**src/rtl/ramp_pwm_gen_pkg.sv**
```systemverilog
// ============================================================================
// Module   : ramp_pwm_gen_pkg
// Brief    : Shared mode encodings and default widths for the ramp PWM block.
// Revision : 1.0 - initial release
// ============================================================================
`default_nettype none

package ramp_pwm_gen_pkg;

    typedef enum logic [1:0] {
        MODE_TRI    = 2'b00,
        MODE_SAW_UP = 2'b01,
        MODE_SAW_DN = 2'b10,
        MODE_HOLD   = 2'b11
    } mode_e;

    localparam int DEF_WIDTH   = 8;
    localparam int DEF_PRESC_W = 16;
    localparam int DEF_CH      = 4;

endpackage

`default_nettype wire

```
**src/rtl/ramp_pwm_gen_channel.sv**
```systemverilog
// ============================================================================
// Module   : ramp_channel
// Brief    : One ramp channel: level counter, direction and wrap pulse.
// Revision : 1.0 - initial release
// ============================================================================
`default_nettype none

module ramp_channel
    import ramp_pwm_gen_pkg::*;
#(
    parameter int WIDTH = DEF_WIDTH
) (
    input  logic             clk,
    input  logic             rst,
    input  logic             i_tick,
    input  mode_e            i_mode,
    input  logic [WIDTH-1:0] i_top,
    output logic [WIDTH-1:0] o_level,
    output logic             o_dir,
    output logic             o_wrap
);

    localparam logic [WIDTH-1:0] c_one = WIDTH'(1);

    logic [WIDTH-1:0] r_level;
    logic             r_dir;
    logic             r_wrap;
    logic [WIDTH-1:0] w_level_nxt;
    logic             w_dir_nxt;
    logic             w_wrap_nxt;

    always_comb begin
        w_level_nxt = r_level;
        w_dir_nxt   = r_dir;
        w_wrap_nxt  = 1'b0;
        if (i_tick && (i_mode != MODE_HOLD)) begin
            // A top lowered beneath the running level snaps the level down first.
            if (r_level > i_top) begin
                w_level_nxt = i_top;
                w_wrap_nxt  = 1'b1;
                w_dir_nxt   = (i_mode == MODE_SAW_UP);
            end else begin
                case (i_mode)
                    MODE_TRI: begin
                        if (r_dir) begin
                            if (r_level == i_top) begin
                                w_dir_nxt   = 1'b0;
                                w_wrap_nxt  = 1'b1;
                                w_level_nxt = (i_top != '0) ? (r_level - c_one) : '0;
                            end else begin
                                w_level_nxt = r_level + c_one;
                            end
                        end else begin
                            if (r_level == '0) begin
                                w_dir_nxt   = 1'b1;
                                w_wrap_nxt  = 1'b1;
                                w_level_nxt = (i_top != '0) ? c_one : '0;
                            end else begin
                                w_level_nxt = r_level - c_one;
                            end
                        end
                    end
                    MODE_SAW_UP: begin
                        w_dir_nxt = 1'b1;
                        if (r_level == i_top) begin
                            w_level_nxt = '0;
                            w_wrap_nxt  = 1'b1;
                        end else begin
                            w_level_nxt = r_level + c_one;
                        end
                    end
                    MODE_SAW_DN: begin
                        w_dir_nxt = 1'b0;
                        if (r_level == '0) begin
                            w_level_nxt = i_top;
                            w_wrap_nxt  = 1'b1;
                        end else begin
                            w_level_nxt = r_level - c_one;
                        end
                    end
                    default: begin
                        w_level_nxt = r_level;
                    end
                endcase
            end
        end
    end

    always_ff @(posedge clk) begin
        if (rst) begin
            r_level <= '0;
            r_dir   <= 1'b1;
            r_wrap  <= 1'b0;
        end else begin
            r_level <= w_level_nxt;
            r_dir   <= w_dir_nxt;
            r_wrap  <= w_wrap_nxt;
        end
    end

    assign o_level = r_level;
    assign o_dir   = r_dir;
    assign o_wrap  = r_wrap;

endmodule

`default_nettype wire

```
**src/rtl/ramp_pwm_gen.sv**
```systemverilog
// ============================================================================
// Module   : ramp_pwm_gen
// Brief    : Multi-channel brightness ramp generator with shared-carrier PWM.
// Revision : 1.0 - initial release
// ============================================================================
`default_nettype none

module ramp_pwm_gen
    import ramp_pwm_gen_pkg::*;
#(
    parameter int WIDTH   = DEF_WIDTH,
    parameter int PRESC_W = DEF_PRESC_W,
    parameter int CH      = DEF_CH
) (
    input  logic                  clk,
    input  logic                  rst,
    input  logic                  en,
    input  logic [1:0]            mode,
    input  logic [PRESC_W-1:0]    presc,
    input  logic [CH*WIDTH-1:0]   top,
    output logic [CH*WIDTH-1:0]   level,
    output logic [CH-1:0]         dir,
    output logic [CH-1:0]         wrap,
    output logic [CH-1:0]         pwm
);

    localparam logic [PRESC_W-1:0] c_presc_one   = PRESC_W'(1);
    localparam logic [WIDTH-1:0]   c_carrier_one = WIDTH'(1);

    logic [PRESC_W-1:0]  r_presc_cnt;
    logic [WIDTH-1:0]    r_carrier;
    logic [CH-1:0]       r_pwm;
    logic                w_tick;
    logic [CH*WIDTH-1:0] w_level;

    // Equality compare: a presc lowered under the count lets it roll over.
    assign w_tick = en && (r_presc_cnt == presc);

    always_ff @(posedge clk) begin
        if (rst) begin
            r_presc_cnt <= '0;
        end else if (en) begin
            r_presc_cnt <= w_tick ? '0 : (r_presc_cnt + c_presc_one);
        end
    end

    always_ff @(posedge clk) begin
        if (rst) begin
            r_carrier <= '0;
            r_pwm     <= '0;
        end else begin
            r_carrier <= r_carrier + c_carrier_one;
            for (int i = 0; i < CH; i++) begin
                r_pwm[i] <= (r_carrier < w_level[i*WIDTH +: WIDTH]);
            end
        end
    end

    for (genvar g = 0; g < CH; g++) begin : g_ch
        ramp_channel #(
            .WIDTH (WIDTH)
        ) u_ramp_channel (
            .clk     (clk),
            .rst     (rst),
            .i_tick  (w_tick),
            .i_mode  (mode_e'(mode)),
            .i_top   (top[g*WIDTH +: WIDTH]),
            .o_level (w_level[g*WIDTH +: WIDTH]),
            .o_dir   (dir[g]),
            .o_wrap  (wrap[g])
        );
    end

    assign level = w_level;
    assign pwm   = r_pwm;

endmodule

`default_nettype wire

```
**config.mk**
```make
export PLATFORM = sky130hd
export DESIGN_NAME = ramp_pwm_gen
export DESIGN_NICKNAME = d
export VERILOG_FILES = /design/src/rtl/ramp_pwm_gen_pkg.sv /design/src/rtl/ramp_pwm_gen_channel.sv /design/src/rtl/ramp_pwm_gen.sv
export SDC_FILE = /design/constraint.sdc
export NUM_CORES = 1
export LEC_CHECK = 0
export ABC_AREA = 1
export BUFFER_PORTS_ARGS = -buffer_cell sky130_fd_sc_hd__clkbuf_2
export CAP_MARGIN = 25
export CORE_UTILIZATION = 61
export DETAILED_ROUTE_END_ITERATION = 10
export GPL_TIMING_DRIVEN = 0
export PLACE_DENSITY = 0.83
export REMOVE_ABC_BUFFERS = 1
export SYNTH_ARGS = -nofsm -noshare
export SYNTH_HDL_FRONTEND = slang
export SYNTH_HIERARCHICAL = 1
export SYNTH_SLANG_ARGS = --single-unit
```
**constraint.sdc**
```tcl
create_clock -name clk -period 2.7 [get_ports clk]
set_clock_uncertainty 0.2 [all_clocks]
set_input_delay 0 -clock clk [delete_from_list [all_inputs] [get_ports clk]]
set_output_delay 0 -clock clk [all_outputs]
set_load 0.01 [all_outputs]
```
# == Word level (Yosys, flattened, before mapping) ==
# Index checks and enable logic that the tools add are counted.
# totals
ff_bits,68
latch_bits,0
mem_bits_rw,0
rom_bits,0
inputBits,53
wordCells,135
mem_count,0
# op_classes
n_addsub,10
mul,0
n_div,0
order_cmp,8
n_eq_ne,8
shift,0
n_mux,73
n_bitwise,1
reduce_logical,20
# ops
cell,count
$mux W8,28
$pmux W8 S3,4
$add A8 B1 Y8 const B,5
$eq A8 B8 Y1,4
$gt A8 B8 Y1,4
$logic_not A8 Y1,4
$lt A8 B8 Y1,4
$mux W1,32
$reduce_bool A8 Y1,4
$sub A8 B1 Y8 const B,4
$pmux W1 S3,8
$add A16 B1 Y16 const B,1
$eq A16 B16 Y1,1
$mux W16,1
$reduce_bool A4 Y1,4
$reduce_and A2 Y1,4
$eq A2 B1 Y1 const B,1
$eq A2 B2 Y1 const B,1
$logic_and A1 B1 Y1,2
$logic_not A2 Y1,1
$ne A2 B2 Y1 const B,1
$reduce_or A2 Y1,1
$not A1 Y1,1

# == Logic depth before layout (Yosys ltp) ==
# depth
depth_word,6
depth_mapped,15
depth_no_buf,15

# == Hierarchy ==
# Netlist, hierarchy kept.
# modules_own_cells
module,instances,cells_each,area_per_inst_um2
ramp_channel,4,284,1576.5
ramp_pwm_gen,1,343,2278.4

# == Least setup slack after synthesis ==
# No wires, ideal clock.
# synth_timing
kind,register to register
startpoint,register g_ch[0].u_ramp_channel.r_level[2]
endpoint,register g_ch[0].u_ramp_channel.r_level[5]
setup_ns,0.070
arrival_ns,1.772
required_ns,2.430
slack_ns,0.659
path_stages_with_launch,13
period_less_slack_ns,2.041
path_cell_list,dfxtp_1 > ha_1 > nand2_1 > nor2_1 > nand2_2 > inv_1 > nor2_1 > nand3_1 > nand3b_1 > nand2_1 > nand2_1 > nand2_1 > a21oi_1
# synth_via
elab_chain_len,6
elab_cells_between_ends,15
# synth_lines
item,line_no,text
"start, declared",ramp_pwm_gen_channel.sv:25,logic [WIDTH-1:0] r_level;
"start signal, assigned",ramp_pwm_gen_channel.sv:95,r_level <= w_level_nxt;
$sub A8 B1 Y8,"ramp_pwm_gen_channel.sv:49, ramp_pwm_gen_channel.sv:59, ramp_pwm_gen_channel.sv:78",
$mux W8,ramp_pwm_gen_channel.sv:49,w_level_nxt = (i_top != '0) ? (r_level - c_one) : '0;
$mux W8,ramp_pwm_gen_channel.sv:46,if (r_level == i_top) begin
$mux W8,ramp_pwm_gen_channel.sv:45,if (r_dir) begin
$pmux W8 S3,ramp_pwm_gen_channel.sv:43,case (i_mode)
$mux W8,ramp_pwm_gen_channel.sv:38,if (r_level > i_top) begin
# Several ways; a longest one is shown, not always the timed one.
# A chain may end at the register's enable or synchronous reset.

# == Final worst setup path ==
# layout_timing
startpoint,register g_ch[1].u_ramp_channel.r_level[5]
endpoint,register g_ch[1].u_ramp_channel.r_level[5]
# layout_via
elab_chain_len,6
elab_cells_between_ends,15
# layout_lines
item,line_no
"start, declared",ramp_pwm_gen_channel.sv:25
"start signal, assigned",ramp_pwm_gen_channel.sv:95
$sub A8 B1 Y8,"ramp_pwm_gen_channel.sv:49, ramp_pwm_gen_channel.sv:59, ramp_pwm_gen_channel.sv:78"
$mux W8,ramp_pwm_gen_channel.sv:49
$mux W8,ramp_pwm_gen_channel.sv:46
$mux W8,ramp_pwm_gen_channel.sv:45
$pmux W8 S3,ramp_pwm_gen_channel.sv:43
$mux W8,ramp_pwm_gen_channel.sv:38
# Several ways; a longest one is shown, not always the timed one.

==> flow_results.org <==
** STA
- Setup repair after global routing missed its margin :: false
- Final hold viol count :: 0
- Setup violations remaining at the end of the flow were counted as 0.
- For the final routed database, the setup TNS stands at 0 ns.
- In this run the tightest slew margin relative to its limit is 41.5%.
- Upper clock frequency limit :: ~400 MHz
- At the pin with the least slew margin, the transition time is 0.878 ns.
- Setup slack after layout :: 0.207 ns
- After layout, the minimum clock period comes to 2.49 ns.
- Final Cycle Share :: 92.3%
- Fin. max-slew vios :: 0

** Finish
- Final-stage net count :: 1,742
- Antenna Diode Count :: 0
- Counting the fill cells in the layout gives between 1,000 and 1,500.
- Area growth, synth to finish :: 14.6%
- Fraction of final layout cells sized beyond drive strength 1 :: approximately 14%

** Pwr
- Peak supply drop :: 0.000407 V
- Relative contribution of the clock network to total power :: 43.8%
- Per report_power, the sequential group accounts for 37.3% of the total.
- Areal power density over the cells :: ~280 nW/um2
- Proportion of total power due to net switching :: 28.0%
- The internal power of the cells totals approximately 2 mW.
- Summed over all cells, the static leakage comes to approximately 5.2 nW.
- Logic gate share of total power :: 18.8%
- Net switching component of the power :: 769 uW

** Detailed routing
- After detailed routing, the total wire length is 24.7 mm.
- The detailed router finished its first iteration with 836 violations.
- Average wire length per cell after detail routing :: 13.9 um
- In the routed layout, each cell is associated on average with a via count of ~5.5.
- Antenna viol nets, final :: 0
- The detailed router placed 9,836 vias in this run.
- Drt first pass iters :: 8
- For this run, design rule violations remaining after detail routing come to 0.

** CTS
- Buffer cell driving the clock tree root :: sky130_fd_sc_hd__clkbuf_16
- The H-tree was split into 3 levels.
- After clock tree synthesis, the clock-pin slew on the worst setup and hold paths is around 0.050 ns.
- In this run, CTS created clock tree buffers numbering 9.
- TritonCTS built the clock tree.
- The tree built by TritonCTS fans out to 68 sinks.
- Once the clock tree was built, the setup fixing pass inserted 0 buffers.
- For the worst-skew pair, the clock arrives at the later sink with an insertion delay of between 0.3 and 0.4 ns.
- The clock passes through at most 2 buffers.

** Global route
- The first global-routing pass estimated slightly above 40 mm of wire.
- Global routing finished with a remaining overflow of 0.
- Via count of the first global-routing pass :: around 8,700
- The number of antenna violations at the first check in global routing was 0.
- Largest net degree at the start of global routing :: 34
- Tot GR Track Use :: 34.6%

** Setup path
- Req. time, crit path :: 2.75 ns
- Worst setup EP type :: register
- Critical path fanouts, max :: 12
- The setup path with the least slack is of type reg -> reg.
- The worst setup path is launched from a register.
- Worst endpoint data arrival time :: between 2 and 3 ns
- R2R setup slack :: just over 0.2 ns

** Yosys
- During synthesis, Yosys emitted a total of 6 warnings.
- Avg Synthesized Cell Area :: 5.80 um2
- After synthesis the netlist holds a flip-flop and latch count of 68.
- Cell area after synthesis :: 8580 um2
- Count of distinct cell types in the synthesized netlist :: 35
- Counting every instance in the synthesized netlist gives 1,479.
- Portion of the post-synthesis area used by sequential elements :: 15.9%

** Place
- Buffers placed on the I/O ports in this run total 96.
- Post-detail-place hpwl :: between 15 and 20 mm
- Global placer's final weighted congestion :: ~1
- Before CTS, the worst setup slack after placement is ~0.060 ns.

** Die
- In this run the horizontal extent of the chip is ~120 um.
- Die Height :: approximately 120 um
- Area of the die :: 14,600 um2
- Starting utilization of the core area :: ~64%
- Top-level I/O count :: 97
- Core Box Area :: 13,500 um2
- The initialized floorplan defines 42 standard-cell rows.

** Worst hold path
- The path class of the tightest hold or removal check is in -> reg.

** Run
- Max-cap violation count :: 0

** Run status
- Run status :: complete, no violations
==> cells in the mapped netlist <==
master                     count  area [um2]
sky130_fd_sc_hd__a211oi_1      5        37.5
sky130_fd_sc_hd__a21oi_1      75         375
sky130_fd_sc_hd__a31oi_1       4        25.0
sky130_fd_sc_hd__and2_1        1        6.26
sky130_fd_sc_hd__and3_1        1        6.26
sky130_fd_sc_hd__buf_12        1        20.0
sky130_fd_sc_hd__buf_2        21         105
sky130_fd_sc_hd__buf_4         1        7.51
sky130_fd_sc_hd__clkbuf_1      4        15.0
sky130_fd_sc_hd__clkinv_1      5        18.8
sky130_fd_sc_hd__dfxtp_1      68        1360
sky130_fd_sc_hd__ha_1         94        1180
sky130_fd_sc_hd__inv_1       186         698
sky130_fd_sc_hd__inv_2        18        67.6
sky130_fd_sc_hd__nand2_1     415        1560
sky130_fd_sc_hd__nand2_2      25         156
sky130_fd_sc_hd__nand2_4       9         101
sky130_fd_sc_hd__nand3_1     130         651
sky130_fd_sc_hd__nand3_2       6        60.1
sky130_fd_sc_hd__nand3b_1     12        90.1
sky130_fd_sc_hd__nand4_1      24         150
sky130_fd_sc_hd__nor2_1      192         721
sky130_fd_sc_hd__nor2_2       30         188
sky130_fd_sc_hd__nor2_4        8        90.1
sky130_fd_sc_hd__nor3_1       14        70.1
sky130_fd_sc_hd__nor3_2        1        10.0
sky130_fd_sc_hd__o211ai_1      4        30.0
sky130_fd_sc_hd__o21a_1       12        90.1
sky130_fd_sc_hd__o21ai_0      55         275
sky130_fd_sc_hd__o21ai_1      16        80.1
sky130_fd_sc_hd__o21bai_1      9        67.6
sky130_fd_sc_hd__o22ai_1       1        6.26
sky130_fd_sc_hd__or2_2         4        25.0
sky130_fd_sc_hd__xnor2_1       4        35.0
sky130_fd_sc_hd__xor2_1       24         210
==> kinds of logic (layout without fill, tap and decap cells) <==
| kind of cell | after synthesis | after routing | share of synthesized area, % |
|---|---|---|---|
| adder cells (fa/ha/maj) | 94 | 94 | 13.7 |
| AND/OR/NAND/NOR | 872 | 872 | 45.2 |
| AO/OA/AOI/OAI | 181 | 181 | 11.5 |
| flip-flops | 68 | 68 | 15.9 |
| buffers and inverters | 236 | 356 | 10.9 |
| XOR/XNOR | 28 | 28 | 2.86 |
==> worst max-delay path: stages (launching register included) <==
cell                       delay, ns
sky130_fd_sc_hd__dfxtp_1        0.59
sky130_fd_sc_hd__ha_1           0.34
sky130_fd_sc_hd__nand2_1        0.09
sky130_fd_sc_hd__nor2_2         0.05
sky130_fd_sc_hd__nand2_2        0.20
sky130_fd_sc_hd__inv_1          0.12
sky130_fd_sc_hd__nor2_1         0.31
sky130_fd_sc_hd__nand3_1        0.13
sky130_fd_sc_hd__nand3b_1       0.11
sky130_fd_sc_hd__nand2_1        0.05
sky130_fd_sc_hd__nand2_1        0.05
sky130_fd_sc_hd__nand2_1        0.05
sky130_fd_sc_hd__a21oi_1        0.12
==> power groups by stage <==
stage / Combinational [mW] / Sequential, mW / Clock, mW
6_report: 0.518 / 1.03 / 1.21
5_1_grt: 0.582 / 1.03 / 1.26
4_1_cts: 0.505 / 1.03 / 1.23
3_5_place_dp: 0.462 / 1.05 / 0
3_3_place_gp: 0.455 / 1.05 / 0
2_1_floorplan: 0.303 / 1.05 / 0
==> state kept, by name (all words and copies together) (netlist names) <==
register	flops
g_ch.u_ramp_channel/o_wrap	4
g_ch.u_ramp_channel/o_level	32
g_ch.u_ramp_channel/o_dir	4
pwm	4
r_carrier	8
r_presc_cnt	16
==> per-layer routing <==
layer | track usage (%) | vias to the layer above | routed length (um)
li1 | - | 4970 | -
met1 | 46.6 | 4421 | 11100
met2 | 56.8 | 394 | 11100
met3 | 5.14 | 51 | 1860
met4 | 10.5 | 0 | 548
met5 | 0 | - | 0
==> layout make-up <==
class / instances / area (um2) / share of cell area [%]
repair buffers: 132 / 841 / 8.54
well taps: 176 / 220 / 2.24
clock buffers: 11 / 253 / 2.57
multi-input cells: 1175 / 6320 / 64.2
clock inverters: 4 / 48.8 / 0.496
inverters: 209 / 785 / 7.97
flip-flops and latches: 68 / 1380 / 14.0
==> cells in the final DEF, fill, tap and decap left out, types with 12 or more instances in the layout <==
cell | Yosys | layout
sky130_fd_sc_hd__nand2_1 | 415 | 415
sky130_fd_sc_hd__nor2_1 | 192 | 190
sky130_fd_sc_hd__inv_1 | 186 | 186
sky130_fd_sc_hd__nand3_1 | 130 | 130
sky130_fd_sc_hd__clkbuf_2 | 0 | 96
sky130_fd_sc_hd__ha_1 | 94 | 94
sky130_fd_sc_hd__a21oi_1 | 75 | 75
sky130_fd_sc_hd__o21ai_0 | 55 | 55
sky130_fd_sc_hd__dfxtp_1 | 68 | 54
sky130_fd_sc_hd__dlygate4sd3_1 | 0 | 36
sky130_fd_sc_hd__nor2_2 | 30 | 31
sky130_fd_sc_hd__nand4_1 | 24 | 24
sky130_fd_sc_hd__xor2_1 | 24 | 24
sky130_fd_sc_hd__nand2_2 | 25 | 22
sky130_fd_sc_hd__inv_2 | 18 | 18
sky130_fd_sc_hd__o21ai_1 | 16 | 16
sky130_fd_sc_hd__nor3_1 | 14 | 14
sky130_fd_sc_hd__dfxtp_2 | 0 | 14
sky130_fd_sc_hd__o21a_1 | 12 | 12
sky130_fd_sc_hd__nand2_4 | 9 | 12
sky130_fd_sc_hd__nand3b_1 | 12 | 12
==> stage by stage <==
stage | cell area (um2) | hold slack [ns] | util, % | instances | power [mW]
2_1_floorplan | 8440 | -0.133 | - | 1452 | 1.35
3_3_place_gp | 9140 | 0.0981 | 67.7 | 1724 | 1.50
3_5_place_dp | 9140 | 0.0918 | 67.7 | 1724 | 1.51
4_1_cts | 9800 | 0.131 | 72.6 | 1775 | 2.76
5_1_grt | 9840 | 0.194 | 72.9 | 1775 | 2.87
6_report | 9840 | 0.102 | 72.9 | 1775 | 2.75
==> timing repair <==
item / in CTS / in global routing
setup endpoints to repair: 0 / 33
hold buffers: 36 / 0
gates resized for setup: 0 / 20
hold endpoints to repair: 36 / 0
==> final timing paths <==
path | end | depth (start not counted) | from
setup / recovery | g_ch[1].u_ramp_channel/o_level[5]$_SDFFE_PP0P_ | 12 | g_ch[1].u_ramp_channel/o_level[5]$_SDFFE_PP0P_
hold / removal | g_ch[0].u_ramp_channel/o_wrap$_SDFF_PP0_ | 7 | presc[14]
setup reg to reg | g_ch[1].u_ramp_channel/o_level[5]$_SDFFE_PP0P_ | 12 | g_ch[1].u_ramp_channel/o_level[5]$_SDFFE_PP0P_
hold reg to reg | r_carrier[0]$_SDFF_PP0_ | 1 | r_carrier[0]$_SDFF_PP0_
Power figures use the tool's default switching activity.
